**config.mk**
```make
export PLATFORM = sky130hd
export DESIGN_NAME = if_id_queue_flat
export DESIGN_NICKNAME = d
export VERILOG_FILES = /design/src/rtl/pipeline_pkg.sv /design/src/rtl/if_id_queue_if.sv /design/src/rtl/if_id_queue_wrap_ptr.sv /design/src/rtl/if_id_queue.sv /design/src/flat_wrapper.sv
export SDC_FILE = /design/constraint.sdc
export NUM_CORES = 1
export LEC_CHECK = 0
export BUFFER_PORTS_ARGS = -buffer_cell sky130_fd_sc_hd__buf_2
export CAP_MARGIN = 30
export CORE_ASPECT_RATIO = 1.1
export CORE_MARGIN = 8
export CORE_UTILIZATION = 56
export CTS_BUF_LIST = sky130_fd_sc_hd__clkbuf_8
export DETAILED_ROUTE_END_ITERATION = 8
export GPL_TIMING_DRIVEN = 0
export PLACE_DENSITY = 0.77
export SYNTH_ARGS = -nofsm -noshare
export SYNTH_HDL_FRONTEND = slang
export SYNTH_HIERARCHICAL = 1
export SYNTH_SLANG_ARGS = --single-unit
```
**constraint.sdc**
```tcl
create_clock -name clock -period 20.6 [get_ports clock]
set_input_delay 4.12 -clock clock [delete_from_list [all_inputs] [get_ports clock]]
set_output_delay 4.12 -clock clock [all_outputs]
set_load 0.01 [all_outputs]
```
**src/rtl/pipeline_pkg.sv**
```systemverilog
// Shared types and constants for the fetch/decode instruction buffer.
// An entry holds the instruction word, its PC and its PC+4 link value.
package pipeline_pkg;

  localparam int INSN_W = 32;
  localparam int ADDR_W = 64;
  localparam logic [INSN_W-1:0] NOP_INSN = 32'hD503201F;

  typedef struct packed {
    logic [INSN_W-1:0] insn;
    logic [ADDR_W-1:0] pc;
    logic [ADDR_W-1:0] pc_link;
  } if_id_entry_t;

  // Value presented to decode while the buffer holds nothing.
  function automatic if_id_entry_t idle_entry();
    if_id_entry_t e;
    e.insn    = NOP_INSN;
    e.pc      = {ADDR_W{1'b0}};
    e.pc_link = {ADDR_W{1'b0}};
    return e;
  endfunction

endpackage

```
**src/rtl/if_id_queue_if.sv**
```systemverilog
// Fetch/decode handshake bundle for the instruction buffer.
// master = fetch/decode environment, slave = the queue itself.
interface if_id_queue_if
  import pipeline_pkg::*;
#(
  parameter int PTR_W = 2
);

  logic              in_valid;
  logic [INSN_W-1:0] in_instruction;
  logic [ADDR_W-1:0] in_pc;
  logic [ADDR_W-1:0] in_pc_link;
  logic              fetch_stall;
  logic              flush;
  logic              out_ready;
  logic              out_valid;
  logic [INSN_W-1:0] out_instruction;
  logic [ADDR_W-1:0] out_pc;
  logic [ADDR_W-1:0] out_pc_link;
  logic [PTR_W:0]    count;

  modport master (
    output in_valid, in_instruction, in_pc, in_pc_link, flush, out_ready,
    input  fetch_stall, out_valid, out_instruction, out_pc, out_pc_link, count
  );

  modport slave (
    input  in_valid, in_instruction, in_pc, in_pc_link, flush, out_ready,
    output fetch_stall, out_valid, out_instruction, out_pc, out_pc_link, count
  );

endinterface

```
**src/rtl/if_id_queue_wrap_ptr.sv**
```systemverilog
// PTR_W-bit circular pointer; clr has priority over inc and wraps DEPTH-1 -> 0.
module wrap_ptr #(
  parameter int PTR_W = 2
) (
  input  logic             clock,
  input  logic             reset,
  input  logic             clr,
  input  logic             inc,
  output logic [PTR_W-1:0] ptr
);

  localparam logic [PTR_W-1:0] PTR_ONE = {{(PTR_W-1){1'b0}}, 1'b1};

  logic [PTR_W-1:0] ptr_r;

  // Pointer register: reset and clear both return to slot 0.
  always_ff @(posedge clock) begin
    if (reset || clr) begin
      ptr_r <= {PTR_W{1'b0}};
    end else if (inc) begin
      ptr_r <= ptr_r + PTR_ONE;
    end else begin
      ptr_r <= ptr_r;
    end
  end

  assign ptr = ptr_r;

endmodule

```
**src/rtl/if_id_queue.sv**
```systemverilog
// In-order instruction buffer between fetch and decode with flush on redirect.
// Head entry is read straight out of storage; an empty buffer shows a NOP.
module if_id_queue
  import pipeline_pkg::*;
#(
  parameter int DEPTH = 4,
  parameter int PTR_W = 2
) (
  input  logic          clock,
  input  logic          reset,
  if_id_queue_if.slave  bus
);

  localparam logic [PTR_W:0] CNT_ONE   = {{PTR_W{1'b0}}, 1'b1};
  localparam logic [PTR_W:0] CNT_DEPTH = (PTR_W+1)'(DEPTH);

  if_id_entry_t     mem_r [DEPTH];
  if_id_entry_t     in_entry_s;
  if_id_entry_t     head_s;
  logic [PTR_W:0]   count_r;
  logic [PTR_W-1:0] wr_ptr_s;
  logic [PTR_W-1:0] rd_ptr_s;
  logic             full_s;
  logic             empty_s;
  logic             push_s;
  logic             pop_s;
  logic             clr_s;

  // Handshake decode from the registered occupancy.
  always_comb begin
    full_s     = (count_r == CNT_DEPTH);
    empty_s    = (count_r == {(PTR_W+1){1'b0}});
    push_s     = bus.in_valid & ~full_s;
    pop_s      = ~empty_s & bus.out_ready;
    clr_s      = bus.flush;
    in_entry_s = '{insn: bus.in_instruction, pc: bus.in_pc, pc_link: bus.in_pc_link};
  end

  wrap_ptr #(.PTR_W(PTR_W)) u_wr_ptr (
    .clock (clock),
    .reset (reset),
    .clr   (clr_s),
    .inc   (push_s),
    .ptr   (wr_ptr_s)
  );

  wrap_ptr #(.PTR_W(PTR_W)) u_rd_ptr (
    .clock (clock),
    .reset (reset),
    .clr   (clr_s),
    .inc   (pop_s),
    .ptr   (rd_ptr_s)
  );

  // Occupancy: a simultaneous push and pop cancel out.
  always_ff @(posedge clock) begin
    if (reset || clr_s) begin
      count_r <= {(PTR_W+1){1'b0}};
    end else begin
      case ({push_s, pop_s})
        2'b10:   count_r <= count_r + CNT_ONE;
        2'b01:   count_r <= count_r - CNT_ONE;
        default: count_r <= count_r;
      endcase
    end
  end

  // Storage write; the array itself carries no reset.
  always_ff @(posedge clock) begin
    if (push_s && !clr_s && !reset) begin
      mem_r[wr_ptr_s] <= in_entry_s;
    end
  end

  // Head presentation, substituting the idle entry when empty.
  always_comb begin
    if (empty_s) begin
      head_s = idle_entry();
    end else begin
      head_s = mem_r[rd_ptr_s];
    end
  end

  assign bus.fetch_stall     = full_s;
  assign bus.out_valid       = ~empty_s;
  assign bus.out_instruction = head_s.insn;
  assign bus.out_pc          = head_s.pc;
  assign bus.out_pc_link     = head_s.pc_link;
  assign bus.count           = count_r;

endmodule

```
**src/flat_wrapper.sv**
```systemverilog
// flat-port wrapper written by rule: the top's interface ports become plain ports
module if_id_queue_flat import pipeline_pkg::*;
#(
  parameter int DEPTH = 4,
  parameter int PTR_W = 2
)
  (clock, reset, bus_in_valid, bus_in_instruction, bus_in_pc, bus_in_pc_link, bus_flush, bus_out_ready, bus_fetch_stall, bus_out_valid, bus_out_instruction, bus_out_pc, bus_out_pc_link, bus_count);
  if_id_queue_if #(.PTR_W(PTR_W)) bus_i ();
  input  logic clock;
  input  logic reset;
  input wire logic [$bits(bus_i.in_valid)-1:0] bus_in_valid;
  input wire logic [$bits(bus_i.in_instruction)-1:0] bus_in_instruction;
  input wire logic [$bits(bus_i.in_pc)-1:0] bus_in_pc;
  input wire logic [$bits(bus_i.in_pc_link)-1:0] bus_in_pc_link;
  input wire logic [$bits(bus_i.flush)-1:0] bus_flush;
  input wire logic [$bits(bus_i.out_ready)-1:0] bus_out_ready;
  output wire logic [$bits(bus_i.fetch_stall)-1:0] bus_fetch_stall;
  output wire logic [$bits(bus_i.out_valid)-1:0] bus_out_valid;
  output wire logic [$bits(bus_i.out_instruction)-1:0] bus_out_instruction;
  output wire logic [$bits(bus_i.out_pc)-1:0] bus_out_pc;
  output wire logic [$bits(bus_i.out_pc_link)-1:0] bus_out_pc_link;
  output wire logic [$bits(bus_i.count)-1:0] bus_count;
  assign bus_i.in_valid = bus_in_valid;
  assign bus_i.in_instruction = bus_in_instruction;
  assign bus_i.in_pc = bus_in_pc;
  assign bus_i.in_pc_link = bus_in_pc_link;
  assign bus_i.flush = bus_flush;
  assign bus_i.out_ready = bus_out_ready;
  assign bus_fetch_stall = bus_i.fetch_stall;
  assign bus_out_valid = bus_i.out_valid;
  assign bus_out_instruction = bus_i.out_instruction;
  assign bus_out_pc = bus_i.out_pc;
  assign bus_out_pc_link = bus_i.out_pc_link;
  assign bus_count = bus_i.count;
  if_id_queue #(.DEPTH(DEPTH), .PTR_W(PTR_W)) u_core (.clock(clock), .reset(reset), .bus(bus_i));
endmodule
```
======== Yosys cells after proc, flatten, opt, wreduce, memory -nomap -nowiden ========
Memories as Yosys holds them, arrays and structs flattened. A register that Yosys moved wholly into a read port is not among the register bits.
Cells that the tools add are included.
word-level totals
  bits in registers ....................... 7
  bits in writable memories ............... 640
  input bits .............................. 165
  output and inout bits ................... 165
  logic and storage cells ................. 28
  memories kept ........................... 1
memory list
  name          words  bits a word  rd ports  clocked after Yosys merged registers in  write ports  RTL line           source
  u_core.mem_r  4      160          1         1                                        1            if_id_queue.sv:17  if_id_entry_t mem_r [DEPTH];
cells by class
  $add $sub $neg .......................... 4
  eq/ne operators ......................... 3
  mux-type cells .......................... 6
  bitwise gates (word level) .............. 4
  reduce and logical (&&, ||, !) cells .... 7
operator list
  operator             count
  $mux 160             1
  $pmux 3 s2           1
  $add 2x1->2 const B  2
  $mux 2               2
  $add 3x1->3 const B  1
  $eq 3x3->1 const B   1
  $logic_not 3->1      1
  $sub 3x1->3 const B  1
  $and 1x1->1          2
  $eq 2x1->1 const B   1
  $eq 2x2->1 const B   1
  $logic_and 1x1->1    2
  $logic_not 1->1      2
  $mux 1               2
  $not 1->1            2
  $reduce_bool 2->1    1
  $logic_or 1x1->1     1

======== Longest topological paths before layout ========
Gate-level depths: netlist of run 1.
  word-level depth ........................ 7
  gate-level depth with buffers ........... 10
  mapped depth without buffers ............ 9

======== By module ========
The synthesis of run 1 kept the hierarchy.
by module, submodules not included
  module       instances  cells an instance  area each (µm²)  sequential area each (µm²)
  if_id_queue  1          1044               24377.1          19278.5
  wrap_ptr     2          7                  83.8             40.0

======== Least setup slack after synthesis of run 1 ========
No wires, ideal clock.
  kind .................................... input to register
  from .................................... in bus_flush
  to ...................................... mem u_core/mem_r[2][0] (netlist bit) (enable)
  setup time .............................. 0.909 ns
  arrival ................................. 16.006 ns
  data required time ...................... 19.691 ns
  setup slack ............................. 3.685 ns
  stages .................................. 3
  path buffers ............................ 0
  cells stage by stage .................... nor2_1 > nand3_1 > nor3b_1
between the ends
  cells in the longest elaborated chain, start to end .. 5
ends and longest elaborated chain
  item                             RTL line            source
  from (decl)                      flat_wrapper.sv:15  input wire logic [$bits(bus_i.flush)-1:0] bus_flush;
  $logic_not 1->1                  if_id_queue.sv:70   if (push_s && !clr_s && !reset) begin
  $logic_and 1x1->1 (2 in series)  if_id_queue.sv:70
  $mux 1                           if_id_queue.sv:70
  $mux 1 (implied by the code)     if_id_queue.sv:71   mem_r[wr_ptr_s] <= in_entry_s;
  to (decl)                        if_id_queue.sv:17
No other way between the ends.

==> impl_metrics.csv, run 1 <==
group,metric,value,unit
setup_path,crit_chain,"buf_2 > clkbuf_1 > buf_2 > mux4_2 > and2_1 > buf_2",
logic_synthesis,yosys.area_share.simple,4.51,%
run_status,outcome,"finished clean",
setup_path,timing.critical_path.to_type,"output pin",
global_routing,globalRouteOverflowTotal,0,
route,wl,52300,um
power,fin_total_pwr,2.57,mW
logic_synthesis,ys_async_sr_fraction,0,%
sta,maxSlewHeadroom,36.9,%
cells_and_area,num-fill-cells,2737,
setup_path,slowest_stage,"clkbuf_1",
setup_path,timing.critical_path.slowest_cell_delay,0.72,ns
placement,io_buffers,329,
placement,postPlaceCellArea,27700,um2
floorplanning,io_pins,330,
global_routing,via_count_of_the_first_global_routing_pass,13200,
setup_path,critical_path_startpoint_category,"flip-flop",
sta,grt_setup_unrepaired,"no",
logic_synthesis,synth-compound-area-share,0.255,%
route,count_of_nets_left_with_antenna_violations_after_detail_routing,0,
route,route.detailed.drc,0,
setup_path,worstPathRequired,16.48,ns
logic_synthesis,synth_cells,1058,
floorplanning,fp.dieH,236,um
logic_synthesis,share_of_synthesized_cell_area_in_full_adder_half_adder_and_majority_cells,0.133,%
run,maxCapViolations,0,
sta,worst_slew_pin_slew,0.941,ns
cells_and_area,layout.cell_area.non_filler,29600,um2
setup_path,crit_arrival,3.15,ns
clock_network,ctsHoldBuffers,0,
sta,final.setup_skew,0.0248,ns
clock_network,clkSlewWorstSetupHoldPaths,0.06,ns
setup_path,cp.buffers_inverters,4,
cells_and_area,final_layout_size_suffix_gt1_share,44.7,%
min_path,hold_path_depth,2,
global_routing,antenna_found_initial,14,
clock_network,tritoncts.num_buffers,97,
setup_path,setup.worst_path.class,"flip-flop to output pin",
power,vdd_ir_drop_max,0.0732,mV
sta,layout_worst_path_cycle_share,35.3,%
global_routing,grtUsageTotal,20.5,%
placement,placement.setup.worst_slack,13.63,ns
logic_synthesis,syn_area,24500,um2
logic_synthesis,syn_area_per_cell,23.2,um2
cells_and_area,nets,1715,
clock_network,post_cts_resized,0,
min_path,holdCritPathClass,"flip-flop to flip-flop",
clock_network,cts_post_setup_buffers_inserted,0,
placement,placed_instances,2023,
sta,fin_worst_hold_slack,0.554,ns
route,post_drt_wl_per_cell,23.6,um
logic_synthesis,main_combinational_cell_family_by_area_after_synthesis,"multiplexers",
setup_path,worst_path_dominant_cell_family,"buffers and inverters",
global_routing,grt_start_max_net_pins,25,
route,via_count,12200,
clock_network,htree_num_levels,3,
sta,highest_clock_rate,137,MHz
setup_path,worst_path_most_repeated_cell,"buf_2",
logic_synthesis,ys.warnings.count,6,
logic_synthesis,synth.yosys.seq_area_share,78.9,%
sta,final_period_minus_worst_setup_slack,7.27,ns
power,cellPowerDensity,86.8,nW/um2
sta,timing_hold_violations_final,0,
floorplanning,die_w,216,um
logic_synthesis,synth_xor_area_share,0.143,%
floorplanning,initial_core_util,56.6,%
setup_path,timing.reg2reg.worst_path_depth,9,
floorplanning,die_area,50800,um2
logic_synthesis,synth.distinct_cells,26,
sta,pins_over_slew_limit,0,
clock_network,worstSkewPairLatency,0.68,ns
logic_synthesis,dominantRegCellSynth,"edfxtp_1",
clock_network,cts-root-to-sink-buffers,3,
sta,final.setup.tns,0,ns
logic_synthesis,synth_edf_count,640,
setup_path,path_max_fanout,10,
power,power.static_leakage,10.3,nW
logic_synthesis,yosys_register_bits,647,
setup_path,cp.depth,6,
clock_network,cts_tree,"done",
clock_network,cts_root_buffer,"clkbuf_8",
cells_and_area,layout.core_utilization,68.3,%
route,detail_route.iter0.violations,959,
cells_and_area,area.growth.synth_to_final,20.5,%
logic_synthesis,post_synth_mux_area_share,14.7,%
floorplanning,core,43300,um2
placement,place_congestion,0.724,
cells_and_area,finish.cell_count_without_fillers,2211,
sta,finalSetupViolCount,0,
route,drt_first_pass_iters,5,
placement,hpwlAfterDp,36800,um
sta,setup_ws,13.33,ns
route,vias_per_cell,5.53,
global_routing,first_pass_grt_wire_length,78900,um
clock_network,tritoncts_num_sinks,647,
floorplanning,placement_rows,80,
logic_synthesis,synth_fp_nets,1225,
==> area by class of cell <==
class,instances,area (um2),area share (%)
Timing Repair Buffer,391,2450,8.29
Clock inverter,81,463,1.56
Buffer,53,324,1.10
Clock buffer,99,1360,4.61
Sequential cell,647,19400,65.4
Antenna cell,8,20.0,0.0677
Multi-Input combinational cell,352,4860,16.4
Tap cell,574,718,2.43
Inverter,6,22.5,0.0761
==> placed cells by master, fill, tap and decap left out, drive strengths merged <==
cell type / Yosys / layout
clkinvlp: 0 / 4
edfxtp: 640 / 640
and2: 148 / 148
nand3: 1 / 1
fa: 1 / 1
diode: 0 / 8
nand3b: 2 / 2
nand2: 2 / 2
or2: 13 / 13
nor2: 3 / 3
nor3: 6 / 6
ha: 1 / 1
bufinv: 0 / 4
xor2: 2 / 2
xnor2: 2 / 2
mux4: 160 / 160
clkinv: 0 / 49
a21boi: 1 / 1
a21oi: 1 / 1
or3: 1 / 1
clkbuf: 23 / 122
nor3b: 2 / 2
dfxtp: 7 / 7
a21bo: 2 / 2
o21ai: 1 / 1
a211oi: 2 / 2
inv: 6 / 30
or3b: 1 / 1
buf: 30 / 421
==> cells by family (layout without fill, tap and decap cells) <==
group,after synthesis,count (layout)
AOI/OAI and AO/OA,7,7
xor gates and xnor gates,4,4
buffers and inverters,59,630
DFF,647,647
muxes,160,160
adders and majority gates,2,2
and+or+nand+nor,179,179
other,0,8
==> power by group <==
group / leakage, nW / switching [mW] / internal [mW]
sequential: 5.84 / 0.00349 / 1.46
clock: 1.02 / 0.472 / 0.500
combinational: 3.44 / 0.0730 / 0.0577
==> flip-flops by register name (all words and copies together) (netlist names) <==
name                 cells
u_core/bus.count         3
u_core/u_wr_ptr/ptr      2
u_core/mem_r           640
u_core/u_rd_ptr/ptr      2
==> final timing paths <==
kind | slack, ns | end | from
worst max-delay path | 13.33 | bus_out_pc[43] | u_core/u_rd_ptr/ptr[1]
worst min-delay path | 0.55 | u_core/bus.count[2] | u_core/bus.count[2]
worst max register to register | 17.56 | u_core/mem_r[0][85] | u_core/bus.count[1]
worst min register to register | 0.55 | u_core/bus.count[2] | u_core/bus.count[2]
==> cells in the mapped netlist, drive strengths merged, types with 3 or more instances <==
cell | instances | area share, %
clkbuf | 23 | 0.35
buf | 30 | 0.97
nor2 | 3 | 0.046
edfxtp | 640 | 78
dfxtp | 7 | 0.57
nor3 | 6 | 0.12
or2 | 13 | 0.33
inv | 6 | 0.092
mux4 | 160 | 15
and2 | 148 | 3.8
==> layer usage <==
layer  routed length [um]  vias to the layer above  track usage, %
met3                 4390                      103            6.87
li1                     -                     5370               -
met2                26700                      441            34.0
met1                20000                     6287            25.1
met4                 1170                       16            7.18
met5                  102                        -               0
==> worst reg2reg max path: cells and delay by family, from the launching register on <==
kind / cells / cell delay (ns)
flops: 1 / 0.42
buf+inv: 6 / 1.12
simple gates: 3 / 1.20
Power figures use the tool's default switching activity.
==> inputs of run 2 (changes only) <==
--- a/config.mk
+++ b/config.mk
@@ -5,11 +5,12 @@
 export SDC_FILE = /design/constraint.sdc
 export NUM_CORES = 1
 export LEC_CHECK = 0
+export ABC_AREA = 1
 export BUFFER_PORTS_ARGS = -buffer_cell sky130_fd_sc_hd__buf_2
 export CAP_MARGIN = 30
 export CORE_ASPECT_RATIO = 1.1
 export CORE_MARGIN = 8
-export CORE_UTILIZATION = 56
+export CORE_UTILIZATION = 54
 export CTS_BUF_LIST = sky130_fd_sc_hd__clkbuf_8
 export DETAILED_ROUTE_END_ITERATION = 8
 export GPL_TIMING_DRIVEN = 0
==> constraint.sdc (replaced) <==
create_clock -name clock -period 6.4 [get_ports clock]
set_input_delay 1.28 -clock clock [delete_from_list [all_inputs] [get_ports clock]]
set_output_delay 1.28 -clock clock [all_outputs]
set_load 0.01 [all_outputs]
==> impl_metrics.csv, run 2 <==
group,metric,value,unit
run_status,outcome,"finished clean",
placement,postPlaceCellArea,28900,um2
setup_path,timing.critical_path.slowest_cell_delay,0.70,ns
floorplanning,fp.dieH,244,um
floorplanning,initial_core_util,54.6,%
route,via_count,17900,
placement,hpwlAfterDp,45100,um
route,post_drt_wl_per_cell,20.8,um
route,count_of_nets_left_with_antenna_violations_after_detail_routing,0,
sta,pins_over_slew_limit,0,
logic_synthesis,synth.yosys.seq_area_share,76.0,%
placement,io_buffers,329,
sta,final_period_minus_worst_setup_slack,4.24,ns
global_routing,via_count_of_the_first_global_routing_pass,17800,
logic_synthesis,synth.distinct_cells,24,
setup_path,crit_arrival,2.96,ns
route,route.detailed.drc,0,
setup_path,worst_path_most_repeated_cell,"clkbuf_1",
route,wirelength_met1,25400,um
clock_network,cts-root-to-sink-buffers,3,
clock_network,tritoncts_num_sinks,647,
clock_network,tritoncts.num_buffers,98,
logic_synthesis,library_cell_occupying_the_most_area_in_the_post_synthesis_netlist,"edfxtp_1",
cells_and_area,layout.cell_area.non_filler,30800,um2
global_routing,first_pass_grt_wire_length,102000,um
run,maxCapViolations,0,
cells_and_area,top_register,"u_core/mem_r",
sta,final.setup_skew,0.0341,ns
cells_and_area,mostFrequentLayoutCells,"edfxtp_1 (640), nand2_1 (607), buf_2 (358)",
cells_and_area,largest_register_ffs,640,
power,power.share.clock,37.4,%
route,vias_per_cell,5.50,
power,power.combinational.fraction,6.9,%
floorplanning,die_w,223,um
power,pint,6.57,mW
setup_path,crit_chain,"inv_1 > clkbuf_1 > clkbuf_1 > nand2_1 > a21oi_1 > buf_2",
clock_network,htree_num_levels,3,
floorplanning,placement_rows,83,
route,wl_met3,5960,um
cells_and_area,layout.cells.most_common,"edfxtp_1",
global_routing,grt_start_max_net_pins,18,
logic_synthesis,yosys-top-cells-count,"edfxtp_1 (640), nand2_1 (607), nor2_1 (323), o21ai_0 (161), a21oi_1 (151)",
sta,highest_clock_rate,236,MHz
logic_synthesis,yosys_register_bits,647,
cells_and_area,area.growth.synth_to_final,21.0,%
power,cellPowerDensity,275,nW/um2
logic_synthesis,synth_edf_count,640,
clock_network,worstSkewPairLatency,0.68,ns
sta,grt_setup_unrepaired,"no",
floorplanning,io_pins,330,
sta,finalSetupViolCount,0,
setup_path,slowest_stage,"clkbuf_1",
clock_network,clkSlewWorstSetupHoldPaths,0.06,ns
clock_network,ctsHoldBuffers,0,
power,vdd_ir_drop_max,0.242,mV
route,wl,67500,um
route,met2_wirelength,34100,um
sta,timing_hold_violations_final,0,
global_routing,globalRouteOverflowTotal,0,
placement,placed_instances,3059,
global_routing,antenna_found_initial,22,
logic_synthesis,ys_async_sr_fraction,0,%
power,swShare,22.6,%
clock_network,cts_post_setup_buffers_inserted,0,
logic_synthesis,synth_cells,2088,
placement,place_congestion,0.842,
setup_path,path_max_fanout,10,
setup_path,setup.worst_path.class,"flip-flop to output pin",
logic_synthesis,top_cell_type_s_share_of_synthesized_area,75.5,%
power,seqPwrFrac,55.6,%
floorplanning,die_area,54400,um2
sta,layout_worst_path_cycle_share,66.2,%
power,power.static_leakage,12.2,nW
sta,maxSlewHeadroom,32.6,%
route,drt_first_pass_iters,6,
min_path,holdCritPathClass,"flip-flop to flip-flop",
logic_synthesis,syn_area,25500,um2
cells_and_area,final_layout_size_suffix_gt1_share,21.2,%
cells_and_area,layout.core_utilization,66.1,%
logic_synthesis,dominantRegCellSynth,"edfxtp_1",
clock_network,cts_root_buffer,"clkbuf_8",
sta,final.setup.tns,0,ns
setup_path,timing.critical_path.to_type,"output pin",
floorplanning,core,46600,um2
logic_synthesis,syn_area_per_cell,12.2,um2
global_routing,grtUsageTotal,24.2,%
clock_network,post_cts_resized,0,
logic_synthesis,ys.warnings.count,6,
power,power_switching,1.91,mW
sta,worst_slew_pin_slew,1.01,ns
sta,fin_worst_hold_slack,0.595,ns
clock_network,cts_tree,"done",
cells_and_area,nets,2731,
setup_path,worstPathRequired,5.12,ns
logic_synthesis,post_synth_main_area_contributors,"edfxtp_1 (75%), nand2_1 (8.9%), nor2_1 (4.8%), o21ai_0 (3.2%), a21oi_1 (3.0%)",
logic_synthesis,synth_fp_nets,2255,
cells_and_area,finish.cell_count_without_fillers,3252,
route,detail_route.iter0.violations,1605,
logic_synthesis,post-synth-top-count-cell,"edfxtp_1",
route,maxUsedRoutingLayer,"met5",
setup_path,critical_path_startpoint_category,"flip-flop",
-- run 2: cell families after synthesis --
kind of cell / Yosys count / synth area share [%]
compound gates: 324 / 6.49
fa+ha+maj: 2 / 0.128
buf+inv: 144 / 2.69
flops: 647 / 76.0
simple gates: 971 / 14.7
-- run 2: final cells by class --
cell class | instances | area [um2]
flip-flops and latches | 647 | 19400
fillers | 3337 | 15800
multi-input cells | 1297 | 5460
repair buffers | 376 | 2690
clock buffers | 102 | 1400
well taps | 595 | 744
plain buffers | 123 | 604
clock inverters | 72 | 422
inverters | 21 | 81.3
diodes | 19 | 47.5
-- run 2: worst max-delay path: cells and delay by family, from the launching register on --
family	cells	cell delay, ns
buffers and inverters	4	1.52
AND/OR/NAND/NOR	1	0.12
AO/OA/AOI/OAI	1	0.28
flip-flops	1	0.35
-- run 2: per-stage QoR --
stage                     power, mW  setup slack, ns
after CTS                      8.53             2.09
final                          8.48             2.16
after global routing           8.76             1.99
after detailed placement       5.39             2.44
after floorplan                5.08            -2.01
after global placement         5.37            -7.13
-- run 2: worst paths after layout --
kind,startpoint,endpoint,slack (ns),depth (start not counted)
worst min register to register,u_core/u_rd_ptr/ptr[1],u_core/u_rd_ptr/ptr[1],0.59,2
worst max register to register,u_core/bus.count[1],u_core/mem_r[2][72],3.42,9
worst max-delay path,u_core/u_rd_ptr/ptr[1],bus_out_pc_link[29],2.16,6
worst min-delay path,u_core/u_rd_ptr/ptr[1],u_core/u_rd_ptr/ptr[1],0.59,2
-- run 2: routing by layer --
layer	up-vias	track usage, %
met3	136	5.58
li1	8234	-
met1	8625	29.1
met2	896	41.5
met4	10	10.5
met5	-	0
-- run 2: power by group through the flow --
stage	registers [mW]	logic (mW)	clock network, mW
floorplan	4.81	0.265	0
global placement	4.82	0.549	0
detailed placement	4.81	0.585	0
CTS	4.72	0.589	3.22
global route	4.72	0.637	3.41
finish	4.72	0.589	3.17
